### src/rtl/bs_gnrtr_n_rbtr_mm.sv
`default_nettype none
// ============================================================================
// Module   : bs_gnrtr_n_rbtr_mm
// Purpose  : Bus generator and arbiter. `drvrs` packet-FIFO drivers share
//            one delivery bus. Each transfer takes three cycles:
//            IDLE (arbitrate) -> POP (read head) -> PUSH (deliver).
//            The arbitration mode can be changed at run time:
//            round-robin or fixed priority.
//            A packet's destination is either one driver, a broadcast to
//            every driver except the source, or an invalid ID. Invalid
//            packets are dropped.
// Ports    : clk      - rising-edge clock
//            reset    - asynchronous active-low reset
//            pndng    - per-driver FIFO non-empty flags
//            D_pop    - per-driver head packets, lane i = driver i
//            pop      - one-cycle pop strobe to the granted driver
//            push     - one-cycle push strobe(s) to the receivers
//            D_push   - shared delivery data (qualify it with push)
//            arb_mode - 0 = round-robin, 1 = fixed priority (lowest wins)
//            busy     - high while a transfer is in flight
//            pkt_cnt  - delivered packets, saturating
//            drop_cnt - dropped packets, saturating
// Revision : 1.0 - initial release
// ============================================================================
module bs_gnrtr_n_rbtr_mm #(
  parameter int         pckg_sz   = 16,
  parameter int         drvrs     = 8,
  parameter logic [7:0] broadcast = 8'hFF,
  parameter int         cnt_w     = 16
) (
  input  logic                     clk,
  input  logic                     reset,
  input  logic [drvrs-1:0]         pndng,
  input  logic [drvrs*pckg_sz-1:0] D_pop,
  output logic [drvrs-1:0]         pop,
  output logic [drvrs-1:0]         push,
  output logic [pckg_sz-1:0]       D_push,
  input  logic                     arb_mode,
  output logic                     busy,
  output logic [cnt_w-1:0]         pkt_cnt,
  output logic [cnt_w-1:0]         drop_cnt
);

  localparam int idx_w = (drvrs > 1) ? $clog2(drvrs) : 1;

  typedef enum logic [1:0] {
    IDLE = 2'd0,
    POP  = 2'd1,
    PUSH = 2'd2
  } state_t;

  state_t             state, state_nxt;
  logic [idx_w-1:0]   grant, rr_ptr;
  logic [idx_w-1:0]   rr_win, fp_win, winner;
  logic [drvrs-1:0]   above_ptr, masked;
  logic [pckg_sz-1:0] data, lane;
  logic [7:0]         dest;
  logic               is_uni, is_bc;

  function automatic logic [idx_w-1:0] lowest_set(input logic [drvrs-1:0] v);
    lowest_set = '0;
    for (int i = drvrs - 1; i >= 0; i--) begin
      if (v[i]) lowest_set = idx_w'(i);
    end
  endfunction

  // Round-robin: the first requester strictly above the pointer wins.
  // If there is none, the scan wraps and the lowest requester wins.
  always_comb begin
    above_ptr = '0;
    for (int i = 0; i < drvrs; i++) begin
      above_ptr[i] = (idx_w'(i) > rr_ptr);
    end
    masked = pndng & above_ptr;
    rr_win = (|masked) ? lowest_set(masked) : lowest_set(pndng);
    fp_win = lowest_set(pndng);
    winner = arb_mode ? fp_win : rr_win;
  end

  // Select the granted driver's head lane. A constant-index mux is used
  // here instead of a variable part-select.
  always_comb begin
    lane = '0;
    for (int i = 0; i < drvrs; i++) begin
      if (grant == idx_w'(i)) lane = D_pop[i*pckg_sz +: pckg_sz];
    end
  end

  assign dest   = data[pckg_sz-1 -: 8];
  assign is_uni = (dest < 8'(drvrs));
  assign is_bc  = !is_uni && (dest == broadcast);
  assign D_push = data;
  assign busy   = (state != IDLE);

  always_ff @(posedge clk or negedge reset) begin
    if (!reset) state <= IDLE;
    else        state <= state_nxt;
  end

  always_comb begin
    state_nxt = state;
    pop       = '0;
    push      = '0;
    case (state)
      IDLE: if (|pndng) state_nxt = POP;
      POP: begin
        for (int i = 0; i < drvrs; i++) pop[i] = (grant == idx_w'(i));
        state_nxt = PUSH;
      end
      PUSH: begin
        for (int i = 0; i < drvrs; i++) begin
          if (is_uni)     push[i] = (dest == 8'(i));
          else if (is_bc) push[i] = (grant != idx_w'(i));
        end
        state_nxt = IDLE;
      end
      default: state_nxt = IDLE;
    endcase
  end

  always_ff @(posedge clk or negedge reset) begin
    if (!reset) begin
      grant    <= '0;
      rr_ptr   <= idx_w'(drvrs - 1);
      data     <= '0;
      pkt_cnt  <= '0;
      drop_cnt <= '0;
    end else begin
      case (state)
        IDLE: if (|pndng) grant <= winner;
        POP:  data <= lane;
        PUSH: begin
          // The pointer moves in both modes, so switching to round-robin
          // continues fairly from the last served driver.
          rr_ptr <= grant;
          if (is_uni || is_bc) begin
            if (pkt_cnt != '1) pkt_cnt <= pkt_cnt + 1'b1;
          end else begin
            if (drop_cnt != '1) drop_cnt <= drop_cnt + 1'b1;
          end
        end
        default: ;
      endcase
    end
  end

endmodule
`default_nettype wire

### config.mk
export PLATFORM = sky130hd
export DESIGN_NAME = bs_gnrtr_n_rbtr_mm
export DESIGN_NICKNAME = d
export VERILOG_FILES = /design/src/rtl/bs_gnrtr_n_rbtr_mm.sv
export SDC_FILE = /design/constraint.sdc
export NUM_CORES = 1
export LEC_CHECK = 0
export CORE_MARGIN = 2
export CORE_UTILIZATION = 32
export CTS_BUF_LIST = sky130_fd_sc_hd__clkbuf_16
export CTS_CLUSTER_DIAMETER = 60
export DETAILED_ROUTE_END_ITERATION = 10
export PLACE_DENSITY = 0.67
export SLEW_MARGIN = 20
export SYNTH_ARGS = -nofsm -noshare
export SYNTH_HDL_FRONTEND = slang
export SYNTH_SLANG_ARGS = --single-unit
### constraint.sdc
create_clock -name clk -period 4.3 [get_ports clk]
set_input_delay 1.29 -clock clk [delete_from_list [all_inputs] [get_ports clk]]
set_output_delay 1.29 -clock clk [all_outputs]
set_load 0.02 [all_outputs]
; ---- Word level (Yosys, flattened, before mapping)
; Cells that the tools add are included.
[totals]
ff_bits = 56
elab_cells = 105
output_inout_bits = 65
in_bits = 139
[op_classes]
magnitude_cmp = 9
n_eq_ne = 27
bitwise_logic = 2
addsub = 2
n_mux = 46
n_reduce_logical = 13
[op_table]
columns = cell, count
row1 = $mux 16, 8
row2 = $mux 3, 18
row3 = $add 16x1->16 const B, 2
row4 = $eq 8x3->1 const B, 4
row5 = $ne 16x16->1 const B, 2
row6 = $eq 8x2->1 const B, 2
row7 = $mux 1, 16
row8 = $mux 8, 2
row9 = $reduce_or 8->1, 2
row10 = $eq 3x3->1 const B, 4
row11 = $gt 3x3->1 const A, 4
row12 = $ne 3x3->1 const B, 4
row13 = $and 8x8->8, 1
row14 = $eq 8x1->1 const B, 1
row15 = $eq 8x8->1 const B, 1
row16 = $logic_not 8->1, 1
row17 = $lt 8x4->1 const B, 1
row18 = $eq 3x2->1 const B, 2
row19 = $gt 1x3->1 const A, 2
row20 = $gt 2x3->1 const A, 2
row21 = $ne 3x2->1 const B, 2
row22 = $reduce_and 3->1, 2
row23 = $pmux 2 s2, 1
row24 = $eq 3x1->1 const B, 1
row25 = 14 further kinds, 14

; ---- Longest topological paths before layout
[depth]
word_depth = 12
mapped_depth = 8
depth_no_buf = 6

; ---- Worst setup path after synthesis
; OpenSTA, ideal clock, no wires.
[synth_timing]
path_type = reg-to-output
start = register grant[0]
end = output port push[0]
stages_incl_launch_ff = 7
required_time_ps = 3010
setup_slack_ps = 1143
t_arrival_ps = 1867
path_buffers = 4
cell_sequence = dfrtp_1 buf_2 clkbuf_1 buf_2 clkbuf_1 o31ai_1 a21oi_1
[synth_between]
elab_chain_cells = 4
[synth_lines]
columns = item, line
row1 = start: declaration, 53  ; logic [idx_w-1:0] grant, rr_ptr;
row2 = start signal: assignment, 130  ; IDLE: if (|pndng) grant <= winner;
row3 = $reduce_bool 3->1, 113  ; else if (is_bc) push[i] = (grant != idx_w'(i));
row4 = $mux 1, 113
row5 = $mux 1, 112  ; if (is_uni) push[i] = (dest == 8'(i));
row6 = $mux 8, 104  ; case (state)
row7 = end: declaration, 36  ; output logic [drvrs-1:0] push,
; Every way passes these cells.

; ---- Worst setup path after layout
[layout_timing]
start = register data[13] (netlist: D_push[13])
end = output port push[3]
[layout_between]
elab_chain_cells = 6
[layout_lines]
columns = item, line
row1 = start: declaration, 56  ; logic [pckg_sz-1:0] data, lane;
row2 = start signal: assignment, 131  ; POP: data <= lane;
row3 = $lt 8x4->1, 90  ; assign is_uni = (dest < 8'(drvrs));
row4 = $logic_not 1->1, 91  ; assign is_bc = !is_uni && (dest == broadcast);
row5 = $logic_and 1x1->1, 91
row6 = $mux 1, 113
row7 = $mux 1 (*), 112
row8 = $mux 8 (*), 104
; Mark *: on every way between the ends. The rest lies on a longest branch, timed or not.

==> out/results.tsv <==
metric	value	unit
setup_violations	0	
cp-end-kind	primary output	
max_freq	251	MHz
holdBufCountCts	0	
crit_path_max_fanout	4	
setup_ws	321	ps
die_h	115	µm
ys_warn_count	0	
numPlacedInstances	812	
drt-wirelength-per-cell	16.7	µm
min_period	3980	ps
hold_slack	498	ps
rsz0062_at_grt	false	
cts_buffer_depth	2	
slew_headroom	33.1	%
crit_family	simple AND/OR/NAND/NOR gates	
gp_congestion	0.850	
netlist_instances	490	
detail-route-antenna-nets	0	
finalSetupTns	0	ps
design.die.area	13200	µm²
grt_max_degree	58	
post-cts-setup-buffer-count	0	
grt_use_total	20.6	%
min_period_over_period	92.5	%
total_power	3.23	mW
syn_area_per_cell	8.05	µm²
hold_violations	0	
pin_count	204	
cts_buffers	5	
portBuffers	203	
place_hpwl	11.2	mm
synthToLayoutAreaGrowth	57.5	%
netlist_area	3950	µm²
critical_path_class	flip-flop to primary output	
dpl-instance-area	6080	µm²
arrival	2690	ps
cp.required	3010	ps
worstHoldStart	D_push[0]	
powerDensity	519	nW/µm²
rr_startpoint	state[0]	
ys_ff_latch	56	
grt_pass1_wl	21.6	mm
die_w	115	µm
cts_resized	0	
vias	4332	
vias_per_cell	5.28	
synth_nets	631	
drt_first_pass_iters	4	
clk_latency	290	ps
route.detailed.drc	0	
stdcell_count	820	
nNetsFinal	813	
maxSlewViolCount	0	
synth_enable_flop_cells	0	
antenna_found_initial	0	
drive_gt1_share	5.20	%
synthArstFlopShare	100	%
cpPeakStageDelay	620	ps
root_buffer	clkbuf_16	
worstHoldPathType	flip-flop to flip-flop	
pre_cts_slack	641	ps
cap_violations	0	
status	finished, final reports clean	
cp_cell_sequence	or4_4 -> nor3_1 -> a32oi_1 -> nor2_1 -> clkdlybuf4s50_1	
first_global_vias	4353	
start_kind	flip-flop	
drt_iter0_markers	245	
clk_pin_slew	70	ps
max-vdd-ir-drop	222	µV
clock_skew	8.51	ps
worst_pin_slew	1000	ps
antenna_cells	0	
final_cell_area	6210	µm²
cts.sink_count	56	
critPathLaunch	D_push[13]	
rows	40	
ys_seq_area_share	35.6	%
htreeDepth	2	
p_leak	2.47	nW
critPathBufInv	1	
placeableCoreArea	12000	µm²
grt_overflow	0	
cts_tree	built	
wirelength	13.7	mm
critPathSlowestCell	clkdlybuf4s50_1	
fin_util	51.7	%
initial_core_util	32.8	%
synthDistinctLibCells	53	
synthFlopType	dfrtp_1	
registers in the layout (all words and copies together), names as in the netlist:
| signal | count |
|---|---|
| grant | 3 |
| D_push | 16 |
| state | 2 |
| drop_cnt | 16 |
| pkt_cnt | 16 |
| rr_ptr | 3 |
cells in the mapped netlist (5+ instances only):
| cell | n | area [µm²] |
|---|---|---|
| a21oi_1 | 46 | 230 |
| nor3_1 | 9 | 45.0 |
| a221oi_1 | 5 | 43.8 |
| a31oi_1 | 8 | 50.1 |
| mux2i_1 | 20 | 200 |
| nand4_1 | 10 | 62.6 |
| nor2_1 | 47 | 176 |
| nand2_1 | 74 | 278 |
| o21ai_0 | 26 | 130 |
| dfrtp_1 | 53 | 1330 |
| nand3_1 | 14 | 70.1 |
| o221ai_1 | 6 | 52.6 |
| and3_1 | 12 | 75.1 |
| mux4_2 | 5 | 113 |
| o22ai_1 | 24 | 150 |
| a22oi_1 | 6 | 45.0 |
| xor2_1 | 5 | 43.8 |
| clkbuf_1 | 28 | 105 |
| nor2b_1 | 14 | 87.6 |
| xnor2_1 | 23 | 201 |
worst min-delay path: cells and delay by family, from the launching register on:
kind	cells	cell delay, ps
flip-flops	1	350
AO/OA/AOI/OAI	1	60
AND/OR/NAND/NOR	1	50
worst paths after layout:
| path | endpoint | slack (ps) | cells after the start |
|---|---|---|---|
| max in group asynchronous | D_push[12] | 2380 | 2 |
| min reg2reg | D_push[0] | 500 | 2 |
| min | D_push[0] | 500 | 2 |
| max reg2reg | drop_cnt[1] | 1700 | 4 |
| min in group asynchronous | pkt_cnt[10] | 1140 | 1 |
| max | push[3] | 320 | 5 |
area by class of cell:
class | instances | area, µm²
fill | 1136 | 5800
multi-input combinational | 395 | 2390
timing repair buffer | 210 | 2080
sequential | 56 | 1410
tap | 147 | 184
clock buffer | 5 | 125
inverter | 4 | 15.0
clock inverter | 3 | 12.5
layer usage:
metal / share of wire, % / global-route usage [%] / up-vias / routed length [µm]
met5: 0 / 0 / - / 0
met4: 2.5 / 6.91 / 0 / 337
met3: 5.9 / 3.69 / 23 / 814
met2: 53 / 38.4 / 157 / 7210
met1: 39 / 23.6 / 2021 / 5360
li1: - / - / 2131 / -
cells in the final DEF (no fill, tap or decap), types with 3 or more instances in the layout:
cell / count
clkdlybuf4s50_1: 202
nand2_1: 74
dfrtp_1: 50
nor2_1: 47
a21oi_1: 46
o21ai_0: 26
o22ai_1: 24
xnor2_1: 23
mux2i_1: 20
nor2b_1: 14
nand3_1: 14
and3_1: 12
nand4_1: 10
nor3_1: 9
a31oi_1: 8
buf_4: 7
a22oi_1: 6
o221ai_1: 6
a221oi_1: 5
mux4_2: 5
xor2_1: 5
clkbuf_16: 5
nand2b_1: 4
inv_1: 4
and4_1: 4
dfrtp_2: 3
dfstp_2: 3
power by group:
group	total (mW)	internal (mW)	switching [mW]
registers	0.911	0.694	0.217
logic	1.93	0.844	1.08
clock network	0.387	0.211	0.176
total	3.23	1.75	1.48
kinds of logic (layout without fill, tap and decap cells):
group	count (synthesis)	after routing	share of synthesized area (%)
DFF	56	56	35.6
xor gates and xnor gates	28	28	6.22
AOI/OAI and AO/OA	134	134	20.5
buffers and inverters	39	222	3.84
adders and majority gates	2	2	0.634
and+or+nand+nor	204	204	24.7
muxes	27	27	8.50
Power figures use the tool's default switching activity.
